### src/rtl/jtag_shift_serializer_if.sv
// Load/shift/status bundle for jtag_shift_serializer.
//   master : the DR capture logic / TAP controller side
//            (drives load_valid, load_data, load_len, shift_en and abort).
//   slave  : the serializer itself
//            (drives load_ready, tdo, busy, done and bits_left).
interface jtag_shift_serializer_if #(
   parameter int unsigned WIDTH = 32,
   parameter int unsigned CNT_W = $clog2(WIDTH + 1)
);

   logic             load_valid;
   logic             load_ready;
   logic [WIDTH-1:0] load_data;
   logic [CNT_W-1:0] load_len;
   logic             shift_en;
   logic             abort;
   logic             tdo;
   logic             busy;
   logic             done;
   logic [CNT_W-1:0] bits_left;

   modport master (
      output load_valid, load_data, load_len, shift_en, abort,
      input  load_ready, tdo, busy, done, bits_left
   );

   modport slave (
      input  load_valid, load_data, load_len, shift_en, abort,
      output load_ready, tdo, busy, done, bits_left
   );

endinterface

### src/rtl/jtag_shift_serializer.sv
// TDO serializer for the JTAG data-register path.
// Accepts a WIDTH-bit word and a bit length through a valid/ready load handshake. It then
// shifts the bits out on tdo on every posedge where shift_en is high. When the last bit has
// been consumed it raises a one-cycle done pulse.
// Ports:
//   clk    TCK-domain clock
//   reset  synchronous, active-high; has priority over everything else
//   bus    jtag_shift_serializer_if slave modport:
//            load_valid/load_ready/load_data/load_len  load handshake
//            shift_en   high while the TAP is in Shift-DR; low pauses shifting
//            abort      drops the current transfer without a done pulse
//            tdo        serial output, updated on negedge clk only
//            busy       transfer in progress
//            done       one-cycle pulse after the last bit is consumed
//            bits_left  number of bits not yet consumed
module jtag_shift_serializer #(
   parameter int unsigned WIDTH     = 32,
   parameter bit          LSB_FIRST = 1'b0,
   parameter int unsigned CNT_W     = $clog2(WIDTH + 1)
) (
   input logic                    clk,
   input logic                    reset,
   jtag_shift_serializer_if.slave bus
);

   typedef enum logic [1:0] {StIdle, StShift, StDone} state_e;

   state_e           state_q, state_d;
   logic [WIDTH-1:0] shreg_q, shreg_d;
   logic [CNT_W-1:0] count_q, count_d;
   logic             done_q,  done_d;
   logic             tdo_q;

   logic [CNT_W-1:0] eff_len;
   logic [CNT_W-1:0] shamt;
   logic             head;

   // A length of 0, or one above WIDTH, means a full-width transfer.
   always_comb begin
      if (bus.load_len == '0 || bus.load_len > CNT_W'(WIDTH)) begin
         eff_len = CNT_W'(WIDTH);
      end else begin
         eff_len = bus.load_len;
      end
   end

   // MSB-first: left-align the word so bit eff_len-1 sits at shreg[WIDTH-1].
   assign shamt = CNT_W'(WIDTH) - eff_len;
   assign head  = LSB_FIRST ? shreg_q[0] : shreg_q[WIDTH-1];

   always_comb begin
      state_d = state_q;
      shreg_d = shreg_q;
      count_d = count_q;
      done_d  = 1'b0;
      case (state_q)
         StIdle: begin
            if (bus.load_valid) begin
               state_d = StShift;
               count_d = eff_len;
               shreg_d = LSB_FIRST ? bus.load_data : (bus.load_data << shamt);
            end
         end
         StShift: begin
            if (bus.abort) begin
               state_d = StIdle;
               count_d = '0;
            end else if (bus.shift_en) begin
               // Shift toward the head end and fill with zeros.
               shreg_d = LSB_FIRST ? (shreg_q >> 1) : (shreg_q << 1);
               count_d = count_q - CNT_W'(1);
               if (count_q == CNT_W'(1)) begin
                  state_d = StDone;
                  done_d  = 1'b1;
               end
            end
         end
         StDone: begin
            state_d = StIdle;
         end
         default: begin
            state_d = StIdle;
         end
      endcase
   end

   always_ff @(posedge clk) begin
      if (reset) begin
         state_q <= StIdle;
         shreg_q <= '0;
         count_q <= '0;
         done_q  <= 1'b0;
      end else begin
         state_q <= state_d;
         shreg_q <= shreg_d;
         count_q <= count_d;
         done_q  <= done_d;
      end
   end

   // The bit is launched on the negedge, so it is stable at the posedge where the
   // receiver samples it and where the shifter consumes it.
   always_ff @(negedge clk) begin
      tdo_q <= (state_q == StShift && !reset) ? head : 1'b0;
   end

   assign bus.load_ready = (state_q == StIdle) && !reset;
   assign bus.busy       = (state_q == StShift);
   assign bus.done       = done_q;
   assign bus.bits_left  = count_q;
   assign bus.tdo        = tdo_q;

endmodule

### src/flat_wrapper.sv
// flat-port wrapper written by rule: the top's interface ports become plain ports
module jtag_shift_serializer_flat 
#(
   parameter int unsigned WIDTH     = 32,
   parameter bit          LSB_FIRST = 1'b0,
   parameter int unsigned CNT_W     = $clog2(WIDTH + 1)
)
  (clk, reset, bus_load_valid, bus_load_data, bus_load_len, bus_shift_en, bus_abort, bus_load_ready, bus_tdo, bus_busy, bus_done, bus_bits_left);
  jtag_shift_serializer_if #(.WIDTH(WIDTH), .CNT_W(CNT_W)) bus_i ();
  input logic clk;
  input logic reset;
  input wire logic [$bits(bus_i.load_valid)-1:0] bus_load_valid;
  input wire logic [$bits(bus_i.load_data)-1:0] bus_load_data;
  input wire logic [$bits(bus_i.load_len)-1:0] bus_load_len;
  input wire logic [$bits(bus_i.shift_en)-1:0] bus_shift_en;
  input wire logic [$bits(bus_i.abort)-1:0] bus_abort;
  output wire logic [$bits(bus_i.load_ready)-1:0] bus_load_ready;
  output wire logic [$bits(bus_i.tdo)-1:0] bus_tdo;
  output wire logic [$bits(bus_i.busy)-1:0] bus_busy;
  output wire logic [$bits(bus_i.done)-1:0] bus_done;
  output wire logic [$bits(bus_i.bits_left)-1:0] bus_bits_left;
  assign bus_i.load_valid = bus_load_valid;
  assign bus_i.load_data = bus_load_data;
  assign bus_i.load_len = bus_load_len;
  assign bus_i.shift_en = bus_shift_en;
  assign bus_i.abort = bus_abort;
  assign bus_load_ready = bus_i.load_ready;
  assign bus_tdo = bus_i.tdo;
  assign bus_busy = bus_i.busy;
  assign bus_done = bus_i.done;
  assign bus_bits_left = bus_i.bits_left;
  jtag_shift_serializer #(.WIDTH(WIDTH), .LSB_FIRST(LSB_FIRST), .CNT_W(CNT_W)) u_core (.clk(clk), .reset(reset), .bus(bus_i));
endmodule
### config.mk
export PLATFORM = sky130hd
export DESIGN_NAME = jtag_shift_serializer_flat
export DESIGN_NICKNAME = d
export VERILOG_FILES = /design/src/rtl/jtag_shift_serializer_if.sv /design/src/rtl/jtag_shift_serializer.sv /design/src/flat_wrapper.sv
export SDC_FILE = /design/constraint.sdc
export NUM_CORES = 1
export LEC_CHECK = 0
export CORE_UTILIZATION = 40
export CTS_BUF_LIST = sky130_fd_sc_hd__clkbuf_4 sky130_fd_sc_hd__clkbuf_8 sky130_fd_sc_hd__clkbuf_16
export DETAILED_ROUTE_END_ITERATION = 10
export MAX_ROUTING_LAYER = met4
export RECOVER_POWER = 25
export REMOVE_ABC_BUFFERS = 1
export SYNTH_ARGS = -nofsm -noshare
export SYNTH_HDL_FRONTEND = slang
export SYNTH_SLANG_ARGS = --single-unit
### constraint.sdc
create_clock -name clk -period 3.6 [get_ports clk]
set_input_delay 0.36 -clock clk [delete_from_list [all_inputs] [get_ports clk]]
set_output_delay 0.36 -clock clk [all_outputs]
set_load 0.03 [all_outputs]
## After elaboration in Yosys (flattened, before gate mapping)

Index checks and enable logic that the tools add are counted.

| storage, ports and cells | value |
|---|---|
| register bits after elaboration | 42 |
| input bits | 43 |
| logic and storage cells | 44 |

| cells by class | value |
|---|---|
| $add $sub $neg | 2 |
| order comparisons | 1 |
| equal/unequal tests | 7 |
| shift-type cells | 1 |
| muxes and demuxes | 15 |
| bitwise gates (word level) | 2 |
| reductions and logical operators | 11 |

Operator list:

| cell | number |
|---|---|
| $mux 32 | 3 |
| $pmux 32 s2 | 1 |
| $shl 32x6->32 | 1 |
| $mux 6 | 4 |
| $pmux 6 s2 | 1 |
| $mux 2 | 4 |
| $eq 6x1->1 const B | 1 |
| $gt 6x6->1 const B | 1 |
| $logic_not 6->1 | 1 |
| $ne 2x2->1 const B | 3 |
| $reduce_and 3->1 | 2 |
| $sub 6x1->6 const B | 1 |
| $sub 6x6->6 const A | 1 |
| $pmux 2 s2 | 1 |
| $reduce_and 4->1 | 1 |
| $reduce_or 4->1 | 1 |
| $ne 3x2->1 const B | 1 |
| $ne 3x3->1 const B | 1 |
| $eq 2x1->1 const B | 1 |
| $logic_and 1x1->1 | 2 |
| $logic_not 2->1 | 1 |
| $not 1->1 | 2 |
| $reduce_bool 2->1 | 1 |
| $logic_not 1->1 | 1 |
| other kinds (2) | 2 |

## Depth between registers and ports, before layout

| logic depth | value |
|---|---|
| depth after elaboration | 7 |
| mapped depth | 14 |

==> run summary <==
Clock Path Buffers: 2
Vias in the first global route: 3716
Worst slew pin tran: 0.893 ns
CP delay by family, top: buffers and inverters
Core area: 0.00937 sq mm
GPL Wtd Cong: 0.965
Final Hold Viols: 0
Clock tree from TritonCTS: done
Nets: 545
Clock slew seen by the registers of the worst setup and hold paths: 0.08 ns
Layout Area Growth over Synthesis: 20.8%
CP Cell Sequence: clkdlybuf4s50_1
Post-synth ARST share: 0%
Initial Utilization: 41.7%
Port bufs: 52
Routed WL per cell: 20.8 um
Critical path class: reg2out
Max incr delay on CP: 0.65 ns
Synth Flop Type: dfxtp_1
Sink Count: 42
Post-synthesis simple-gate area fraction: 19.6%
Synth Cell Area: 0.00391 sq mm
Fin Setup TNS: 0 ns
Placed Instances: 621
CTS root buffer: clkbuf_8
CP max stage cell: clkdlybuf4s50_1
Yosys cell types: 59
N_diodes: 0
Post-DRT Antenna Nets: 0
Fillers: 920
Detailed-route DRC error count: 0
Largest net degree at the start of global routing: 44
Share of cells above drive strength 1: 14.0%
Area leader, netlist: dfxtp_1
RSZ-0062 raised after global routing: false
Die Span Y: 101 um
PnR worst setup slack: 0.136 ns
Post-Route Utilization: 50.4%
First-pass GRT wire length: 20500 um
Seq cells post-synth: 42
Die Area: 0.0102 sq mm
Skew final: 0.0579 ns
R2R Setup Slk: 0.76 ns
DIE WIDTH: 101 um
Initial antenna violation count: 0
1st-iter DRT viols: 406
Setup Fix Bufs, Post-CTS: 0
Worst VDD drop: 0.136 mV
Post_cts resized: 0
Max FO, Critical Path: 1
Ranking of synthesized cells by area: dfxtp_1 21%, mux4_2 16%, mux2i_1 9.7%, nor2_1 4.9%, nand2_1 4.2%
Boundary pin count: 53
Pre-Repair DR Iteration Count: 5
Max Cap Viol: 0
DP HPWL: 9720 um
# setup viols final: 0
Hold Crit Class: reg2reg
CP arrival: 3.10 ns
TritonCTS buffer count: 5
Synth Area in Compound Gates: 23.1%
Power Dens Cells: 346 mW/mm^2
Synth Instances: 460
GRT Util Overall: 27.0%
Via Count: 4072
Row cnt: 35
Post-synth EDFFs: 0
Final wirelength: 13100 um
Mean post-synth cell area: 8.51 sq um
Finished Layout Cells: 629
Vias/cell: 6.47
Most frequent cell after synthesis: nor2_1
Placement Setup Slack: 0.273 ns
Crit end category: output pin
Area share of the largest cell type after synthesis: 21.5%
Post-Synth Adder-Cell Area: 0.959%
Hold buffer count at cts: 0
Synth Area in XOR/XNOR: 0.448%
Final Slew Violations: 0
Synthesis Warnings: 0
Crit path required time: 3.24 ns
Max-slew headroom: 40.4%
Clock Latency Late Sink: 0.36 ns
Total power: 1.64 mW
Largest family of logic cells by synthesized area: multiplexers
Synth cell count leaders: 51 x nor2_1, 44 x nand2_1, 42 x dfxtp_1
Worst setup SP type: flip-flop
Critical path buffer and inverter count: 1
Overflow after GRT: 0
Mux share of post-synthesis cell area: 28.7%
# H-tree levels: 2
Outcome: finished, final reports clean
Static leakage: 1.78 nW
Sequential fraction of the synthesis area: 21.5%
==> path summary, 6_finish.rpt <==
path | startpoint | endpoint | cells after the start
setup / recovery | u_core.bus.tdo$_SDFF_NN0_ | bus_tdo | 1
hold / removal | u_core.shreg_q[5]$_SDFFE_PP0P_ | u_core.shreg_q[5]$_SDFFE_PP0P_ | 2
setup reg to reg | u_core.state_q[0]$_SDFFE_PP0P_ | u_core.bus.tdo$_SDFF_NN0_ | 2
hold reg to reg | u_core.shreg_q[5]$_SDFFE_PP0P_ | u_core.shreg_q[5]$_SDFFE_PP0P_ | 2
==> logic make-up (layout without fill, tap and decap cells) <==
| group | Yosys count | count (layout) |
|---|---|---|
| and+or+nand+nor | 163 | 163 |
| AOI/OAI and AO/OA | 126 | 126 |
| muxes | 73 | 73 |
| buffers and inverters | 51 | 91 |
| DFF | 42 | 42 |
| adders and majority gates | 3 | 3 |
| xor gates and xnor gates | 2 | 2 |
==> worst min-delay path, stage by stage, from the launching register on <==
cell	delay, ns
dfxtp_1	0.32
nor2_1	0.09
nor3_1	0.04
==> flip-flops by register name, indices dropped and copies added (netlist names) <==
signal and flops:
u_core.bus.tdo 1, u_core.bus.bits_left 6, u_core.state_q 2, u_core.shreg_q 32
u_core.bus.done 1
==> power by group <==
group	switching, mW	internal, mW
Clock	0.176	0.178
Combinational	0.417	0.325
Sequential	0.0308	0.508
Total	0.623	1.01
==> layer usage <==
layer / routed length (um) / vias to the layer above / share of wire (%) / GRT usage (%)
li1: - / 1857 / - / -
met1: 5730 / 1940 / 44 / 38.4
met2: 5920 / 241 / 45 / 40.1
met3: 1050 / 34 / 8.0 / 2.36
met4: 376 / 0 / 2.9 / 9.70
met5: 0 / - / 0 / -
==> cells in the final DEF, fill, tap and decap left out, drive strengths merged, types with 3 or more instances in the layout <==
master and instances:
a211oi 17, and3 4, mux2 5, a22oi 3, a32oi 5, nand2 44, a31oi 4, and2 3
mux4 30, clkbuf 6, nor4 3, nor2 51, o21ai 16, ha 3, o211ai 5, a21oi 23
nand2b 5, clkdlybuf4s50 44, a22o 3, a21o 4, a2111oi 3, mux2i 38, nor3b 4, a221o 5
a311oi 3, o2111ai 3, a221oi 13, nor3 23, buf 23, o22ai 3, inv 9, dfxtp 42
dlygate4sd3 8, nand3 7, or3 10, nor2b 3
==> metrics by stage <==
step | cell area (sq um) | hold WS (ns)
floorplan | 3720 | 0.432
global placement | 4620 | 0.480
detailed placement | 4620 | 0.486
CTS | 4730 | 0.501
global route | 4730 | 0.523
finish | 4730 | 0.498
==> layout make-up <==
class,instances,area (sq um),area share (%)
Inverter,7,26.3,0.556
Tap cell,129,161,3.42
Clock buffer,6,93.8,1.99
Multi-Input combinational cell,367,2880,61.0
Clock inverter,3,13.8,0.291
Timing Repair Buffer,75,706,14.9
Sequential cell,42,841,17.8
No activity file was read; power rests on OpenSTA's default activity.
